==> config.mk <==
export PLATFORM = sky130hd
export DESIGN_NAME = program_loader
export DESIGN_NICKNAME = d
export VERILOG_FILES = /design/src/rtl/program_loader.sv
export SDC_FILE = /design/constraint.sdc
export NUM_CORES = 1
export LEC_CHECK = 0
export BUFFER_PORTS_ARGS = -buffer_cell sky130_fd_sc_hd__buf_2
export CORE_MARGIN = 3
export CORE_UTILIZATION = 45
export DETAILED_ROUTE_END_ITERATION = 6
export HOLD_SLACK_MARGIN = 0.08
export PLACE_DENSITY_LB_ADDON = 0.2
export SYNTH_ARGS = -nofsm -noshare
export SYNTH_HDL_FRONTEND = slang
export SYNTH_SLANG_ARGS = --single-unit
==> constraint.sdc <==
create_clock -name clock -period 3.5 [get_ports clock]
set_input_delay 0.7 -clock clock [delete_from_list [all_inputs] [get_ports clock]]
set_output_delay 0.7 -clock clock [all_outputs]
set_load 0.1 [all_outputs]
==> src/rtl/program_loader.sv <==
// Boot/run sequencer: streams a program into the core's instruction memory,
// holds the core in reset while loading, then runs it until halt, budget or abort.
module program_loader #(
  parameter int unsigned PC_SIZE    = 10,
  parameter int unsigned ADDR_STEP  = 4,
  parameter int unsigned RESET_HOLD = 4,
  parameter int unsigned RUN_CYCLES = 0
) (
  input  logic               clock,
  input  logic               reset,
  input  logic               start,
  input  logic               abort,
  input  logic               halt,
  input  logic               word_valid,
  output logic               word_ready,
  input  logic [31:0]        word_data,
  input  logic               word_last,
  output logic               imem_load,
  output logic [PC_SIZE-1:0] PC_write,
  output logic [31:0]        instruction_in,
  output logic               core_reset,
  output logic [PC_SIZE-1:0] word_count,
  output logic               busy,
  output logic               done,
  output logic               error
);

  localparam int unsigned MaxWords = (2 ** PC_SIZE) / ADDR_STEP;

  typedef enum logic [2:0] {
    StIdle,
    StLoad,
    StSettle,
    StRun,
    StDone,
    StError
  } state_e;

  state_e             r_state, w_state_d;
  logic [31:0]        r_cnt, w_cnt_d;
  logic [PC_SIZE-1:0] r_word_count, w_word_count_d;
  logic [PC_SIZE-1:0] r_pc, w_pc_d;
  logic [31:0]        r_instr, w_instr_d;
  logic               r_imem_load, w_imem_load_d;
  logic               r_core_reset, w_core_reset_d;
  logic               r_busy, w_busy_d;
  logic               r_done, w_done_d;
  logic               r_error, w_error_d;

  logic               w_accept;
  logic [PC_SIZE:0]   w_count_inc;
  logic               w_full;

  assign word_ready  = (r_state == StLoad) && !abort;
  assign w_accept    = word_valid && word_ready;
  // One extra bit so a full memory (MaxWords == 2^PC_SIZE) is still detectable.
  assign w_count_inc = {1'b0, r_word_count} + (PC_SIZE + 1)'(1);
  assign w_full      = (w_count_inc == (PC_SIZE + 1)'(MaxWords));

  always_comb begin
    w_state_d      = r_state;
    w_cnt_d        = r_cnt;
    w_word_count_d = r_word_count;
    w_pc_d         = r_pc;
    w_instr_d      = r_instr;
    if (abort) begin
      w_state_d = StIdle;
    end else begin
      unique case (r_state)
        StIdle, StDone, StError: begin
          if (start) begin
            w_state_d      = StLoad;
            w_word_count_d = '0;
          end
        end
        StLoad: begin
          if (w_accept) begin
            w_pc_d         = PC_SIZE'(32'(r_word_count) * ADDR_STEP);
            w_instr_d      = word_data;
            w_word_count_d = w_count_inc[PC_SIZE-1:0];
            if (word_last) begin
              w_state_d = StSettle;
              w_cnt_d   = '0;
            end else if (w_full) begin
              w_state_d = StError;
            end
          end
        end
        StSettle: begin
          if (r_cnt == 32'(RESET_HOLD - 1)) begin
            w_state_d = StRun;
            w_cnt_d   = '0;
          end else begin
            w_cnt_d = r_cnt + 32'd1;
          end
        end
        StRun: begin
          if (halt || ((RUN_CYCLES != 0) && (r_cnt == 32'(RUN_CYCLES - 1)))) begin
            w_state_d = StDone;
          end else begin
            w_cnt_d = r_cnt + 32'd1;
          end
        end
        default: w_state_d = StIdle;
      endcase
    end
  end

  // The final write (into SETTLE or ERROR) keeps imem_load high one more cycle.
  always_comb begin
    w_imem_load_d  = (w_state_d == StLoad) || ((r_state == StLoad) && w_accept);
    w_core_reset_d = (w_state_d != StRun);
    w_busy_d       = (w_state_d == StLoad) || (w_state_d == StSettle) || (w_state_d == StRun);
    w_done_d       = (w_state_d == StDone);
    w_error_d      = (w_state_d == StError);
  end

  always_ff @(posedge clock or posedge reset) begin
    if (reset) begin
      r_state      <= StIdle;
      r_cnt        <= '0;
      r_word_count <= '0;
      r_pc         <= '0;
      r_instr      <= '0;
      r_imem_load  <= 1'b0;
      r_core_reset <= 1'b1;
      r_busy       <= 1'b0;
      r_done       <= 1'b0;
      r_error      <= 1'b0;
    end else begin
      r_state      <= w_state_d;
      r_cnt        <= w_cnt_d;
      r_word_count <= w_word_count_d;
      r_pc         <= w_pc_d;
      r_instr      <= w_instr_d;
      r_imem_load  <= w_imem_load_d;
      r_core_reset <= w_core_reset_d;
      r_busy       <= w_busy_d;
      r_done       <= w_done_d;
      r_error      <= w_error_d;
    end
  end

  assign imem_load      = r_imem_load;
  assign PC_write       = r_pc;
  assign instruction_in = r_instr;
  assign core_reset     = r_core_reset;
  assign word_count     = r_word_count;
  assign busy           = r_busy;
  assign done           = r_done;
  assign error          = r_error;

endmodule
==> flow_summary.rst <==
.. list-table::
   :header-rows: 1

   * - Metric
     - Value
   * - Pre-antenna DRT Iters
     - 4
   * - Commonest cells in the synthesized netlist
     - sky130_fd_sc_hd__nand2_1 (118), sky130_fd_sc_hd__dfrtp_1 (89), sky130_fd_sc_hd__nor2_1 (28), sky130_fd_sc_hd__o21ai_0 (22), sky130_fd_sc_hd__nor4_1 (21)
   * - TNS Setup
     - 0 ns
   * - Detailed-route DRC error count
     - 0
   * - Critical path depth in cells
     - 7
   * - Post CTS Setup Buffer Count
     - 0
   * - Clock latency of the later-clocked register in the worst-skew pair
     - 0.35 ns
   * - Post-synth ARST share
     - 100%
   * - Transition time of the tightest slew-check pin
     - 0.843 ns
   * - Sum of routed wire length over all layers
     - 10200 um
   * - Largest area contributor in the netlist
     - sky130_fd_sc_hd__dfrtp_1
   * - Largest cells by area after synthesis
     - sky130_fd_sc_hd__dfrtp_1 (50%), sky130_fd_sc_hd__nand2_1 (10%), sky130_fd_sc_hd__xnor2_1 (3.4%), sky130_fd_sc_hd__nor4_1 (3.0%), sky130_fd_sc_hd__o21ai_0 (2.5%)
   * - Final critical-path share of the clock period
     - 73.3%
   * - Largest family of logic cells by synthesized area
     - simple AND/OR/NAND/NOR gates
   * - Register clock-pin slew on the reported worst setup and hold paths
     - 0.09 ns
   * - Aggregate global routing overflow
     - 0
   * - Synthesized-area fraction occupied by and/or/nand/nor cells
     - 28.3%
   * - Placement Setup Slack
     - 0.820 ns
   * - Most repeated cell in the gate-level netlist after synthesis
     - sky130_fd_sc_hd__nand2_1
   * - Worst Path Buf+Inv
     - 1
   * - Number of warning messages in the yosys log
     - 0
   * - Chip width
     - 105 um
   * - Setup violations, final
     - 0
   * - Critical R2R Capture
     - r_cnt[22]
   * - Synth Area in Compound Gates
     - 9.39%
   * - Ratio of cells with drive above 1 in the final layout
     - 23.1%
   * - Total Die Area
     - 11100 um2
   * - Number of slew-limit violations in the final report
     - 0
   * - WP data arrival
     - 2.81 ns
   * - Pleak
     - 2.53 nW
   * - Fraction of the yosys area taken by sequential cells
     - 50.9%
   * - GRT Resource Usage Total
     - 19.1%
   * - Number of clock sinks seen by CTS
     - 90
   * - Area share of fa/ha/maj cells after synthesis
     - 0.566%
   * - Fin area
     - 5140 um2
   * - Maximum clock skew at final layout
     - 0.0135 ns
   * - Final critical delay including setup and external delays
     - 2.57 ns
   * - Number of buffers added on ports
     - 94
   * - Area after detailed placement
     - 4970 um2
   * - Global-route wire length before repair
     - 17500 um
   * - Final-report hold violation count
     - 0
   * - Wire length per cell after detailed routing
     - 14.5 um
   * - Worst reg2reg path startpoint
     - r_cnt[0]
   * - EDFF count, synth
     - 0
   * - Mapped Area
     - 4420 um2
   * - Die Height
     - 105 um
   * - Worst Setup End Kind
     - flop
   * - Final layout net count
     - 607
   * - Stage delay of the slowest cell on the critical path
     - 0.67 ns
   * - Unique masters post-synth
     - 52
   * - Status
     - finished, final reports clean
   * - Via count of the first global-routing pass
     - 3587
   * - CP top delay family
     - simple AND/OR/NAND/NOR gates
   * - Number of storage elements in the synthesis netlist
     - 90
   * - Gates resized, CTS repair
     - 0
   * - Number of rows created at floorplan
     - 35
   * - IR drop worst, VDD
     - 0.596 mV
   * - Syn Area/Cell
     - 9.10 um2
   * - Number of design-rule violations left by the first detailed-router iteration
     - 247
   * - Standard cell core area
     - 9420 um2
   * - Area share of the leading cell type in the synthesized netlist
     - 50.3%
   * - Largest buffer count on any clock path
     - 2
   * - WP data required
     - 3.74 ns
   * - Total CTS buffers
     - 9
   * - Crit path cell chain
     - ha_1 > nor4b_1 > and4_1 > a21oi_1 > nor2_1 > buf_4 > nor3_1
   * - Clock tree root driver cell
     - sky130_fd_sc_hd__clkbuf_8
   * - Startpoint type of the worst setup path
     - flop
   * - Hold-fix buffers at CTS
     - 0
   * - Library cell contributing the largest single delay on the critical path
     - sky130_fd_sc_hd__nor2_1
   * - Number of placed I/O pins
     - 97
   * - Via density
     - 5.41
   * - Power density normalized to cell area
     - 602 nW/um2
   * - Path type of the worst min-delay path
     - in -> async
   * - Antenna violations before repair
     - 0
   * - Headroom to the max-slew limit
     - 43.6%
   * - Share of synthesized area spent on multiplexers
     - 2.46%
   * - Maxcap violations
     - 0
   * - Layout Area Growth over Synthesis
     - 16.1%
   * - Placer congestion estimate
     - 0.890
   * - CTS tree
     - done
   * - Final worst slack
     - 0.934 ns
   * - Highest clock rate
     - 0.390 GHz
   * - Detailed-route via count
     - 3788
   * - Largest net degree at the start of global routing
     - 47
   * - Biggest fanout along the worst timing path
     - 14
   * - Most instantiated flip-flop cell in the synthesis netlist
     - sky130_fd_sc_hd__dfrtp_1
   * - Start-to-end type of the worst setup path
     - reg -> reg
   * - Number of instances in the synthesized netlist
     - 486
   * - Count of inserted antenna diode cells
     - 0
   * - DRT antenna net count
     - 0
   * - DPL Wire Length
     - 7230 um
   * - Setup repair after global routing missed its margin
     - false
   * - Worst r2r path cells
     - 7
   * - Initial standard-cell utilization of the core
     - 47.0%
   * - XOR/XNOR Fraction of Synth Area
     - 3.96%
   * - # H-tree levels
     - 3
   * - Worst setup slack for register-to-register paths
     - 0.93 ns
[stage by stage]
step | utilization, % | std cells | hold slack [ns] | total power, mW
floorplan | - | 487 | 0.488 | 2.28
global placement | 52.8 | 684 | 0.452 | 2.48
detailed placement | 52.8 | 684 | 0.458 | 2.49
CTS | 54.6 | 700 | 0.434 | 3.12
global route | 54.6 | 700 | 0.466 | 3.23
finish | 54.6 | 700 | 0.412 | 3.09
[registers in the layout (all words and copies together) (netlist names)]
name / flops
imem_load: 1
error: 1
word_count: 10
busy: 1
PC_write: 8
r_cnt: 32
r_state: 3
done: 1
core_reset: 1
instruction_in: 32
[report_power, final]
part,switching (mW),leakage [nW],internal (mW)
Clock,0.369,0.0839,0.263
Combinational,1.05,1.24,0.170
Sequential,0.0811,1.20,1.16
Total,1.50,2.53,1.59
[per-layer routing]
| metal | global-route usage [%] | vias to the layer above | wire length [um] |
|---|---|---|---|
| met5 | 0 | - | 0 |
| met4 | 6.00 | 0 | 211 |
| met3 | 4.32 | 19 | 527 |
| met2 | 30.1 | 110 | 4800 |
| met1 | 26.4 | 1818 | 4630 |
| li1 | - | 1841 | - |
[cell type report]
cell class,instances,area (um2)
clock buffer,11,131
clock inverter,5,38.8
fill,867,4280
inverter,10,38.8
multi-input combinational,355,2000
sequential,90,2250
tap,129,161
timing repair buffer,100,515
[placed cells by master (no fill, tap or decap), types with 7 or more instances in the layout]
cell / count
sky130_fd_sc_hd__a21oi_1: 15
sky130_fd_sc_hd__buf_2: 94
sky130_fd_sc_hd__clkbuf_8: 9
sky130_fd_sc_hd__dfrtp_1: 89
sky130_fd_sc_hd__inv_1: 9
sky130_fd_sc_hd__mux2_2: 7
sky130_fd_sc_hd__nand2_1: 118
sky130_fd_sc_hd__nand3_1: 17
sky130_fd_sc_hd__nand4_1: 10
sky130_fd_sc_hd__nor2_1: 28
sky130_fd_sc_hd__nor3_1: 10
sky130_fd_sc_hd__nor4_1: 21
sky130_fd_sc_hd__o21ai_0: 22
sky130_fd_sc_hd__or3_1: 8
sky130_fd_sc_hd__xnor2_1: 17
[worst reg2reg max path, delay by kind of cell, from the launching register on]
kind | cells | cell delay [ns]
flip-flops | 1 | 0.43
AO/OA/AOI/OAI | 1 | 0.14
buffers and inverters | 1 | 0.33
AND/OR/NAND/NOR | 4 | 1.27
adder cells (fa/ha/maj) | 1 | 0.28
[worst max-delay path by stage]
| stage | from | to | slack, ns |
|---|---|---|---|
| after floorplan | reset | PC_write[2] | 0.47 |
| after global placement | abort | r_cnt[26] | 0.89 |
| after detailed placement | abort | r_cnt[28] | 0.82 |
| after CTS | r_cnt[0] | r_cnt[18] | 0.94 |
| after global routing | r_cnt[0] | r_cnt[18] | 0.69 |
| final | r_cnt[0] | r_cnt[22] | 0.93 |
[cells by family after synthesis]
logic type / after synthesis
mux: 10
simple gates: 254
xor+xnor: 20
other cells: 1
fa+ha+maj: 2
compound gates: 67
flops: 90
buf+inv: 42
Note: power is estimated with default switching activity, not from simulation.
